==> src/rtl/cmd_processor_mc_if.sv <==
`default_nettype none
// ============================================================================
//  Module   : cmd_processor_mc_if
//  Purpose  : Bundles the two AXI-stream links of the command processor.
//             The i_* signals are the 8-bit command stream from the host
//             bridge. The o_* signals are the 32-bit response/sample stream
//             back to the host.
//  Modports : slave  - command processor side (consumes i_*, produces o_*)
//             master - host/bridge side (produces i_*, consumes o_*)
//  Revision : 1.0 - initial release
// ============================================================================
interface cmd_processor_mc_if;
    logic        i_tready;
    logic        i_tvalid;
    logic [7:0]  i_tdata;
    logic        o_tready;
    logic        o_tvalid;
    logic [31:0] o_tdata;
    logic [3:0]  o_tkeep;
    logic        o_tlast;

    modport slave (
        output i_tready,
        input  i_tvalid, i_tdata,
        input  o_tready,
        output o_tvalid, o_tdata, o_tkeep, o_tlast
    );

    modport master (
        input  i_tready,
        output i_tvalid, i_tdata,
        output o_tready,
        input  o_tvalid, o_tdata, o_tkeep, o_tlast
    );
endinterface
`default_nettype wire

==> src/rtl/cmd_processor_mc.sv <==
`default_nettype none
// ============================================================================
//  Module   : cmd_processor_mc
//  Purpose  : Host command processor. It collects fixed-length byte commands
//             and runs one of four actions:
//               clock-switch toggle, version read, SPI transaction,
//               ADC channel streaming.
//             Responses go out on a 32-bit AXI-stream.
//  Ports    : clk, rstn          - clock, async active-low reset
//             bus (slave)        - command in / response out streams
//             clkswitch          - PLL input clock select
//             spitx/spitxdv      - byte + strobe to the SPI master
//             spitxready         - SPI master idle
//             spirx/spirxdv      - received byte + strobe from the SPI master
//             spics              - active-low chip selects
//             lvdsbits           - deserialised ADC bus, SAMPLE_W bits/channel
//  Revision : 1.0 - initial release
// ============================================================================
module cmd_processor_mc #(
    parameter int CMD_BYTES   = 8,
    parameter int NUM_CS      = 4,
    parameter int LVDS_W      = 140,
    parameter int SAMPLE_W    = 10,
    parameter int VERSION     = 5,
    parameter int SPI_TIMEOUT = 4096,
    parameter int RX_TIMEOUT  = 65535
) (
    input  logic                 clk,
    input  logic                 rstn,
    cmd_processor_mc_if.slave    bus,
    output logic                 clkswitch,
    output logic [7:0]           spitx,
    output logic                 spitxdv,
    input  logic                 spitxready,
    input  logic [7:0]           spirx,
    input  logic                 spirxdv,
    output logic [NUM_CS-1:0]    spics,
    input  logic [LVDS_W-1:0]    lvdsbits
);

    localparam int NCH = LVDS_W / SAMPLE_W;
    localparam int CW  = (CMD_BYTES > 1) ? $clog2(CMD_BYTES) : 1;
    localparam int IW  = $clog2(RX_TIMEOUT + 1);
    localparam int TW  = $clog2(SPI_TIMEOUT + 1);

    localparam logic [2:0] S_IDLE   = 3'd0;
    localparam logic [2:0] S_RX     = 3'd1;
    localparam logic [2:0] S_DECODE = 3'd2;
    localparam logic [2:0] S_SPI    = 3'd3;
    localparam logic [2:0] S_TX     = 3'd4;

    // SPI sub-phase: waiting for the master to be idle, or for the reply byte.
    localparam logic P_WTX = 1'b0;
    localparam logic P_WRX = 1'b1;

    localparam logic [31:0] ERR_WORD = 32'hEEEE_EEEE;

    logic [2:0]          state_q, state_d;
    logic [CW-1:0]       cnt_q, cnt_d;
    logic [7:0]          cmd_q [CMD_BYTES];
    logic [7:0]          cmd_d [CMD_BYTES];
    logic [IW-1:0]       idle_q, idle_d;
    logic                clk_q, clk_d;
    logic [31:0]         rem_q, rem_d;
    logic                stream_q, stream_d;
    logic [31:0]         word_q, word_d;
    logic                phase_q, phase_d;
    logic [1:0]          sidx_q, sidx_d;
    logic [TW-1:0]       timer_q, timer_d;
    logic [NUM_CS-1:0]   spics_q, spics_d;
    logic [7:0]          spitx_q, spitx_d;
    logic                spitxdv_q, spitxdv_d;

    logic                w_i_tready;
    logic                w_o_tvalid;
    logic [3:0]          w_o_tkeep;
    logic                w_o_tlast;

    // Out-of-range channels read as zero.
    function automatic logic [15:0] sample(input logic [7:0] ch,
                                           input logic [LVDS_W-1:0] bits);
        logic [15:0] s;
        s = 16'h0000;
        for (int c = 0; c < NCH; c++) begin
            if (ch == 8'(c)) s = 16'(bits[c*SAMPLE_W +: SAMPLE_W]);
        end
        return s;
    endfunction

    logic [31:0] w_len;
    logic [31:0] w_sword;
    logic [1:0]  w_nlast;
    logic [7:0]  w_nxt_byte;

    always_comb begin
        w_len   = {cmd_q[7], cmd_q[6], cmd_q[5], cmd_q[4]};
        w_sword = {sample(cmd_q[2], lvdsbits), sample(cmd_q[1], lvdsbits)};
        // Byte count 0 or >3 means 3; index of the final byte is count-1.
        w_nlast = (cmd_q[5] == 8'd0 || cmd_q[5] > 8'd3) ? 2'd2 : (cmd_q[5][1:0] - 2'd1);
        case (sidx_q)
            2'd0:    w_nxt_byte = cmd_q[3];
            default: w_nxt_byte = cmd_q[4];
        endcase
    end

    // ---------------- state register ----------------
    always_ff @(posedge clk or negedge rstn) begin
        if (!rstn) begin
            state_q   <= S_IDLE;
            cnt_q     <= '0;
            for (int i = 0; i < CMD_BYTES; i++) cmd_q[i] <= 8'h00;
            idle_q    <= '0;
            clk_q     <= 1'b0;
            rem_q     <= 32'd0;
            stream_q  <= 1'b0;
            word_q    <= 32'd0;
            phase_q   <= P_WTX;
            sidx_q    <= 2'd0;
            timer_q   <= '0;
            spics_q   <= '1;
            spitx_q   <= 8'h00;
            spitxdv_q <= 1'b0;
        end else begin
            state_q   <= state_d;
            cnt_q     <= cnt_d;
            cmd_q     <= cmd_d;
            idle_q    <= idle_d;
            clk_q     <= clk_d;
            rem_q     <= rem_d;
            stream_q  <= stream_d;
            word_q    <= word_d;
            phase_q   <= phase_d;
            sidx_q    <= sidx_d;
            timer_q   <= timer_d;
            spics_q   <= spics_d;
            spitx_q   <= spitx_d;
            spitxdv_q <= spitxdv_d;
        end
    end

    // ---------------- next-state logic ----------------
    always_comb begin
        state_d   = state_q;
        cnt_d     = cnt_q;
        cmd_d     = cmd_q;
        idle_d    = idle_q;
        clk_d     = clk_q;
        rem_d     = rem_q;
        stream_d  = stream_q;
        word_d    = word_q;
        phase_d   = phase_q;
        sidx_d    = sidx_q;
        timer_d   = timer_q;
        spics_d   = spics_q;
        spitx_d   = spitx_q;
        spitxdv_d = 1'b0;

        case (state_q)
            S_IDLE: state_d = S_RX;

            S_RX: begin
                if (bus.i_tvalid) begin
                    cmd_d[cnt_q] = bus.i_tdata;
                    idle_d       = '0;
                    if (cnt_q == CW'(CMD_BYTES - 1)) begin
                        cnt_d   = '0;
                        state_d = S_DECODE;
                    end else begin
                        cnt_d = cnt_q + CW'(1);
                    end
                end else if (cnt_q != '0) begin
                    // A stalled partial command is silently dropped.
                    if (idle_q == IW'(RX_TIMEOUT - 1)) begin
                        cnt_d  = '0;
                        idle_d = '0;
                    end else begin
                        idle_d = idle_q + IW'(1);
                    end
                end
            end

            S_DECODE: begin
                state_d = S_RX;
                case (cmd_q[0])
                    8'd0: begin
                        if (w_len != 32'd0) begin
                            rem_d    = w_len;
                            stream_d = 1'b1;
                            word_d   = w_sword;
                            state_d  = S_TX;
                        end
                    end
                    8'd1: begin
                        clk_d    = ~clk_q;
                        word_d   = {31'd0, ~clk_q};
                        rem_d    = 32'd4;
                        stream_d = 1'b0;
                        state_d  = S_TX;
                    end
                    8'd2: begin
                        word_d   = 32'(VERSION);
                        rem_d    = 32'd4;
                        stream_d = 1'b0;
                        state_d  = S_TX;
                    end
                    8'd3: begin
                        stream_d = 1'b0;
                        rem_d    = 32'd4;
                        if (cmd_q[1] >= 8'(NUM_CS)) begin
                            word_d  = ERR_WORD;
                            state_d = S_TX;
                        end else begin
                            for (int k = 0; k < NUM_CS; k++) begin
                                if (cmd_q[1] == 8'(k)) spics_d[k] = 1'b0;
                            end
                            spitx_d = cmd_q[2];
                            sidx_d  = 2'd0;
                            phase_d = P_WTX;
                            timer_d = '0;
                            state_d = S_SPI;
                        end
                    end
                    default: ;
                endcase
            end

            S_SPI: begin
                if (phase_q == P_WTX && spitxready) begin
                    spitxdv_d = 1'b1;
                    phase_d   = P_WRX;
                    timer_d   = '0;
                end else if (phase_q == P_WRX && spirxdv) begin
                    timer_d = '0;
                    if (sidx_q == w_nlast) begin
                        spics_d = '1;
                        word_d  = {24'd0, spirx};
                        state_d = S_TX;
                    end else begin
                        sidx_d  = sidx_q + 2'd1;
                        spitx_d = w_nxt_byte;
                        phase_d = P_WTX;
                    end
                end else if (timer_q == TW'(SPI_TIMEOUT - 1)) begin
                    spics_d = '1;
                    word_d  = ERR_WORD;
                    state_d = S_TX;
                end else begin
                    timer_d = timer_q + TW'(1);
                end
            end

            S_TX: begin
                if (bus.o_tready) begin
                    if (rem_q <= 32'd4) begin
                        rem_d   = 32'd0;
                        state_d = S_RX;
                    end else begin
                        rem_d = rem_q - 32'd4;
                        if (stream_q) word_d = w_sword;
                    end
                end
            end

            default: state_d = S_IDLE;
        endcase
    end

    // ---------------- output logic ----------------
    always_comb begin
        w_i_tready = (state_q == S_RX);
        w_o_tvalid = (state_q == S_TX);
        w_o_tlast  = (rem_q <= 32'd4);
        if (rem_q >= 32'd4)      w_o_tkeep = 4'b1111;
        else if (rem_q == 32'd3) w_o_tkeep = 4'b0111;
        else if (rem_q == 32'd2) w_o_tkeep = 4'b0011;
        else if (rem_q == 32'd1) w_o_tkeep = 4'b0001;
        else                     w_o_tkeep = 4'b0000;
    end

    assign bus.i_tready = w_i_tready;
    assign bus.o_tvalid = w_o_tvalid;
    assign bus.o_tdata  = word_q;
    assign bus.o_tkeep  = w_o_tkeep;
    assign bus.o_tlast  = w_o_tlast;
    assign clkswitch    = clk_q;
    assign spitx        = spitx_q;
    assign spitxdv      = spitxdv_q;
    assign spics        = spics_q;

endmodule
`default_nettype wire

==> src/flat_wrapper.sv <==
// flat-port wrapper written by rule: the top's interface ports become plain ports
module cmd_processor_mc_flat 
#(
    parameter int CMD_BYTES   = 8,
    parameter int NUM_CS      = 4,
    parameter int LVDS_W      = 140,
    parameter int SAMPLE_W    = 10,
    parameter int VERSION     = 5,
    parameter int SPI_TIMEOUT = 4096,
    parameter int RX_TIMEOUT  = 65535
)
  (clk, rstn, clkswitch, spitx, spitxdv, spitxready, spirx, spirxdv, spics, lvdsbits, bus_i_tready, bus_i_tvalid, bus_i_tdata, bus_o_tready, bus_o_tvalid, bus_o_tdata, bus_o_tkeep, bus_o_tlast);
  cmd_processor_mc_if bus_i ();
  input  logic clk;
  input  logic rstn;
  output logic clkswitch;
  output logic [7:0] spitx;
  output logic spitxdv;
  input  logic spitxready;
  input  logic [7:0] spirx;
  input  logic spirxdv;
  output logic [NUM_CS-1:0] spics;
  input  logic [LVDS_W-1:0] lvdsbits;
  output wire logic [$bits(bus_i.i_tready)-1:0] bus_i_tready;
  input wire logic [$bits(bus_i.i_tvalid)-1:0] bus_i_tvalid;
  input wire logic [$bits(bus_i.i_tdata)-1:0] bus_i_tdata;
  input wire logic [$bits(bus_i.o_tready)-1:0] bus_o_tready;
  output wire logic [$bits(bus_i.o_tvalid)-1:0] bus_o_tvalid;
  output wire logic [$bits(bus_i.o_tdata)-1:0] bus_o_tdata;
  output wire logic [$bits(bus_i.o_tkeep)-1:0] bus_o_tkeep;
  output wire logic [$bits(bus_i.o_tlast)-1:0] bus_o_tlast;
  assign bus_i_tready = bus_i.i_tready;
  assign bus_i.i_tvalid = bus_i_tvalid;
  assign bus_i.i_tdata = bus_i_tdata;
  assign bus_i.o_tready = bus_o_tready;
  assign bus_o_tvalid = bus_i.o_tvalid;
  assign bus_o_tdata = bus_i.o_tdata;
  assign bus_o_tkeep = bus_i.o_tkeep;
  assign bus_o_tlast = bus_i.o_tlast;
  cmd_processor_mc #(.CMD_BYTES(CMD_BYTES), .NUM_CS(NUM_CS), .LVDS_W(LVDS_W), .SAMPLE_W(SAMPLE_W), .VERSION(VERSION), .SPI_TIMEOUT(SPI_TIMEOUT), .RX_TIMEOUT(RX_TIMEOUT)) u_core (.clk(clk), .rstn(rstn), .bus(bus_i), .clkswitch(clkswitch), .spitx(spitx), .spitxdv(spitxdv), .spitxready(spitxready), .spirx(spirx), .spirxdv(spirxdv), .spics(spics), .lvdsbits(lvdsbits));
endmodule
==> config.mk <==
export PLATFORM = sky130hd
export DESIGN_NAME = cmd_processor_mc_flat
export DESIGN_NICKNAME = d
export VERILOG_FILES = /design/src/rtl/cmd_processor_mc_if.sv /design/src/rtl/cmd_processor_mc.sv /design/src/flat_wrapper.sv
export SDC_FILE = /design/constraint.sdc
export NUM_CORES = 1
export LEC_CHECK = 0
export ABC_AREA = 1
export ABC_CLOCK_PERIOD_IN_PS = 2040
export BUFFER_PORTS_ARGS = -buffer_cell sky130_fd_sc_hd__buf_4
export CAP_MARGIN = 20
export CORE_MARGIN = 4
export CORE_UTILIZATION = 32
export DETAILED_ROUTE_END_ITERATION = 8
export PLACE_DENSITY = 0.58
export SLEW_MARGIN = 10
export SYNTH_ARGS = -nofsm -noshare
export SYNTH_HDL_FRONTEND = slang
export SYNTH_SLANG_ARGS = --single-unit
export TNS_END_PERCENT = 50
==> constraint.sdc <==
create_clock -name clk -period 2.04 [get_ports clk]
set_clock_uncertainty 0.05 [all_clocks]
set_input_delay 0.408 -clock clk [delete_from_list [all_inputs] [get_ports clk]]
set_output_delay 0.408 -clock clk [all_outputs]
set_load 0.01 [all_outputs]
---- Yosys cells after proc, flatten, opt, wreduce, memory -nomap -nowiden ----
Cells that the tools add are included.
word-level totals
  bits in registers ....................... 181
  bits of input ports ..................... 162
  output and inout port bits .............. 53
  word-level logic and storage cells ...... 250
operators by class
  $add $sub $neg .......................... 6
  order comparisons ....................... 6
  eq/ne operators ......................... 65
  multiplexer cells ....................... 111
  bitwise gates (word level) .............. 3
  reduce and logical (&&, ||, !) cells .... 35
operators by type and width
  cell                     number
  $mux W32                 12
  $mux W16                 16
  $mux W10                 15
  $pmux W32 S2             2
  $pmux W32 S4             1
  $eq A8 B4 Y1 const B     12
  $pmux W32 S3             1
  $mux W13                 5
  $bwmux W64               1
  $eq A32 B2 Y1 const B    2
  $eq A8 B3 Y1 const B     8
  $mux W8                  7
  $eq A8 B2 Y1 const B     6
  $mux W3                  14
  $mux W4                  9
  $reduce_and A7 Y1        5
  $eq A32 B1 Y1 const B    1
  $ge A32 B3 Y1 const B    1
  $le A32 B3 Y1 const B    1
  $logic_not A8 Y1         4
  $reduce_bool A32 Y1      1
  $sub A32 B3 Y32 const B  1
  $pmux W13 S2             1
  $demux W8 S3             1
  other kinds (47)         99

---- Longest topological paths before layout ----
  depth after elaboration ................. 19
  gate-level depth with buffers ........... 16
  mapped depth without buffers ............ 16

---- Worst setup path after synthesis ----
No wires, ideal clock.
  path type ............................... reg2out
  from .................................... register u_core.rem_q[2]
  to ...................................... output bus_o_tkeep[0]
  arrival time ............................ 1817 ps
  data required time ...................... 1582 ps
  slack ................................... -235 ps
  stages on the path, launching flop included .. 13
  path buffers ............................ 0
  cells stage by stage .................... dfrtp_1 -> inv_1 -> ha_1 -> nand2_1 -> inv_2 -> nand2_2 -> nor2_2 -> nand3_2 -> nor2_2 -> nand2_1 -> nor2_2 -> nand3_1 -> a21o_1
between the ends
  word-level cells in the longest chain between the ends .. 5
ends and longest elaborated chain
  element                                                RTL line                 RTL
  start: declaration                                     cmd_processor_mc.sv:64   logic [31:0] rem_q, rem_d;
  start signal: assignment                               cmd_processor_mc.sv:129  rem_q <= rem_d;
  branches (longest 4 deep; another with $ge A32 B3 Y1)  --
  $mux W4 (*)                                            cmd_processor_mc.sv:273  if (rem_q >= 32'd4) w_o_tkeep = 4'b1111;
  end: declaration                                       flat_wrapper.sv:30       output wire logic [$bits(bus_i.o_tkeep)-1:0] bus_o_tkeep;
Every way passes the cells marked *.

---- Final worst setup path ----
  from .................................... register u_core.rem_q[6]
  to ...................................... output bus_o_tkeep[0]
The elaborated chain is that of the path after synthesis.

==> flow_metrics.env <==
export IMPL_synth_largest_area_cell="dfrtp_1"
export IMPL_multiInputGateArea_sq_um=7015
export IMPL_ioPinCount=215
export IMPL_final_max_slew_viol_count=0
export IMPL_seq_area_frac_synth_pct=37.34
export IMPL_number_of_distinct_library_cell_variants_in_the_gate_level_netlist_after_synthesis=55
export IMPL_failed_checks="negative setup slack"
export IMPL_routability_congestion=0.9396
export IMPL_timing_max_cap_violations=0
export IMPL_routed_wirelength_um=44280
export IMPL_post_synthesis_async_set_or_reset_flop_share_pct=100.0
export IMPL_fillers=3462
export IMPL_drt_vias_per_instance=4.949
export IMPL_critical_path_top_delay_family="simple AND/OR/NAND/NOR gates"
export IMPL_postSynthRegisterBits=170
export IMPL_fin_nets=2390
export IMPL_cp_required_ps=1580
export IMPL_final_period_minus_worst_setup_slack_ps=2742
export IMPL_numCtsBuffers=17
export IMPL_setup_viol=88
export IMPL_critical_path_endpoint_type="primary output"
export IMPL_n_antenna_cell=0
export IMPL_1st_iter_drt_viols=1059
export IMPL_antenna_found_initial=0
export IMPL_post_synth_main_area_contributors="dfrtp_1, nand2_1, nor2_1, inv_1, o21ai_0"
export IMPL_area_growth_synth_to_final_pct=55.78
export IMPL_power_density_nw_per_um2=1434
export IMPL_buf_inv_stages_crit_path=2
export IMPL_clock_path_buffers=2
export IMPL_total_power_mw=25.49
export IMPL_result_of_the_run="finished, violations left"
export IMPL_cts_tree="built"
export IMPL_final_period_utilization_pct=134.4
export IMPL_yosysWarnings=0
export IMPL_wire_length_of_the_first_global_routing_pass_um=67450
export IMPL_cts_root_buffer_cell="clkbuf_16"
export IMPL_synth_cells_most_frequent="nand2_1, nor2_1, inv_1, dfrtp_1, o21ai_0"
export IMPL_stdcell_area_sq_um=17770
export IMPL_die_width_um=196.8
export IMPL_fp_dieH_um=196.8
export IMPL_hold_violations=0
export IMPL_detailedRoute_firstPassIterationCount=5
export IMPL_global_route_overflow=0
export IMPL_max_vdd_ir_drop_mv=0.5775
export IMPL_dpl_cell_area_sq_um=15330
export IMPL_crit_fanout=2
export IMPL_clk_pin_slew_ps=70
export IMPL_dr_total_vias=13290
export IMPL_die_area_sq_um=38730
export IMPL_critPathMaxStageDelay_ps=390
export IMPL_data_arrival_time_of_the_worst_path_ps=2280
export IMPL_grt_util_all_layers_pct=21.56
export IMPL_synth_edf_count=0
export IMPL_row_count=68
export IMPL_yosys_area_top_type_share_pct=36.42
export IMPL_path_class="reg2out"
export IMPL_slowest_stage="dfrtp_1"
export IMPL_cp_dominant_cell_by_count="nor2_4"
export IMPL_insertion_delay_ps=440
export IMPL_post_synth_top_count_cell="nand2_1"
export IMPL_post_synth_inst_count=1704
export IMPL_drc=0
export IMPL_syn_mean_instance_area_sq_um=6.694
export IMPL_layout_drive_gt1_share_pct=38.65
export IMPL_utilization_pct=50.94
export IMPL_seqCellArea_sq_um=4259
export IMPL_initial_core_util_pct=32.70
export IMPL_ys_dominant_reg_cell="dfrtp_1"
export IMPL_static_leakage_power_nw=8.704
export IMPL_grt_pass1_vias=12710
export IMPL_grt_setup_unrepaired="true"
export IMPL_cts_sinks=170
export IMPL_worst_slew_margin_rel_pct=64.35
export IMPL_critical_path_startpoint_type="flop"
export IMPL_worstPathCellList="nor2_2, nand2_2, nor2_4, nand2_2, inv_2, nand2_4, nor2_4, nand3_4, nor2_4, nand2_4, nor2_4, nand3_2, a21o_1, buf_6"
export IMPL_buffer_ports_inserted=212
export IMPL_route_detailed_wl_per_inst_um=16.49
export IMPL_max_clock_freq_mhz=364.7
export IMPL_worst_slew_pin_transition_ps=534.7
export IMPL_ant_nets=0
export IMPL_grt_max_degree=47
export IMPL_floorplan_core_area_sq_um=34880
export IMPL_hpwl_um=33260
export IMPL_cts_htree_levels=4
export IMPL_final_worst_slack_ps=-702.1
export IMPL_hold_class="in2reg"
export IMPL_syn_cell_area_sq_um=11410
worst reg2reg max path: stages, from the launching register on:
cell	delay (ps)
dfrtp_1	390
nor2_2	160
nand2_2	110
nor2_1	100
nand4_1	150
buf_4	190
buf_4	140
a21oi_4	130
or2_4	190
buf_4	110
nand4_1	200
nand2_1	160
o21ai_1	90
registers in the layout, indices dropped and copies added, names as in the netlist:
name / flops
u_core.cmd_q: 64
u_core.phase_q: 1
u_core.rem_q: 32
u_core.bus.o_tdata: 21
u_core.stream_q: 1
u_core.state_q: 3
u_core.cnt_q: 3
u_core.spitx: 8
u_core.spitxdv: 1
u_core.spics: 4
u_core.timer_q: 13
u_core.sidx_q: 2
u_core.idle_q: 16
u_core.clkswitch: 1
layout by cell type (no fill, tap or decap), types with 7 or more instances in the layout:
cell       count
a21oi_1       94
a21oi_2       23
a31oi_1       10
buf_12        14
buf_4        479
buf_6         40
clkbuf_16     17
dfrtp_1      166
ha_1          10
inv_1        183
inv_2         25
inv_4          7
nand2_1      431
nand2_2       38
nand2_4       11
nand3_1       66
nand3_2       26
nand4_1       45
nor2_1       155
nor2_2        67
nor2_4        30
nor3_1        12
nor3_4        11
nor4_1         8
o211ai_1      11
o21ai_0      107
o21ai_1       21
xor2_1        12
metrics by stage:
step | worst slack (ps) | hold WS [ps] | std cells | setup TNS, ps
6_report | -702.1 | 244.3 | 2685 | -13260
2_1_floorplan | -199.5 | 62.41 | 1705 | -199.5
3_5_place_dp | -311.1 | 344.3 | 2571 | -11430
5_1_grt | -866.8 | 223.4 | 2685 | -24270
3_3_place_gp | -284.7 | 337.5 | 2571 | -9942
4_1_cts | -670.3 | 220.6 | 2651 | -7317
repair_timing:
action | 4_1_cts | 5_1_grt
cloned | 3 | 5
setup endpoints to repair | 83 | 117
setup buffers | 46 | 33
hold endpoints to repair | 41 | 0
gates resized for setup | 167 | 170
pin swaps | 70 | 83
hold buffers | 1 | 0
cells by family (layout without fill, tap and decap cells):
family / after synthesis / count (layout) / synth area share, %
compound gates: 302 / 302 / 14.68
xor+xnor: 19 / 19 / 1.459
fa+ha+maj: 11 / 11 / 1.207
buf+inv: 268 / 793 / 9.522
flops: 170 / 170 / 37.34
other cells: 1 / 2 / 0.03288
simple gates: 933 / 933 / 35.76
power by group:
| part | switching (mW) | internal, mW |
|---|---|---|
| Clock | 1.52 | 1.89 |
| Combinational | 9.02 | 7.44 |
| Sequential | 0.937 | 4.68 |
| Total | 11.5 | 14.0 |
metal layers:
layer | share of wire, % | vias up | global-route usage (%)
met5 | 0 | - | 0
met4 | 2.6 | 0 | 6.934
met3 | 5.7 | 62 | 2.752
met2 | 47 | 437 | 35.49
met1 | 44 | 6240 | 29.59
li1 | - | 6548 | -
path summary, 6_finish.rpt:
check / depth (start not counted) / startpoint / end / slack, ps
max: 14 / u_core.rem_q[6] / bus_o_tkeep[0] / -700
max reg2reg: 12 / u_core.rem_q[16] / u_core.state_q[2] / -250
max in group asynchronous: 3 / rstn / u_core.cmd_q[51] / 790
min reg2reg: 2 / u_core.spics[3] / u_core.spics[3] / 410
min in group asynchronous: 2 / rstn / u_core.rem_q[22] / 430
min: 3 / spirx[4] / u_core.bus.o_tdata[4] / 240
cell type report:
class / instances / share of cell area (%)
multi-input cells: 1267 / 39.48
repair buffers: 538 / 24.86
flip-flops and latches: 170 / 23.97
inverters: 219 / 4.859
well taps: 455 / 3.204
clock buffers: 18 / 2.472
clock inverters: 14 / 1.014
repair inverters: 4 / 0.1408
Power figures use the tool's default switching activity.
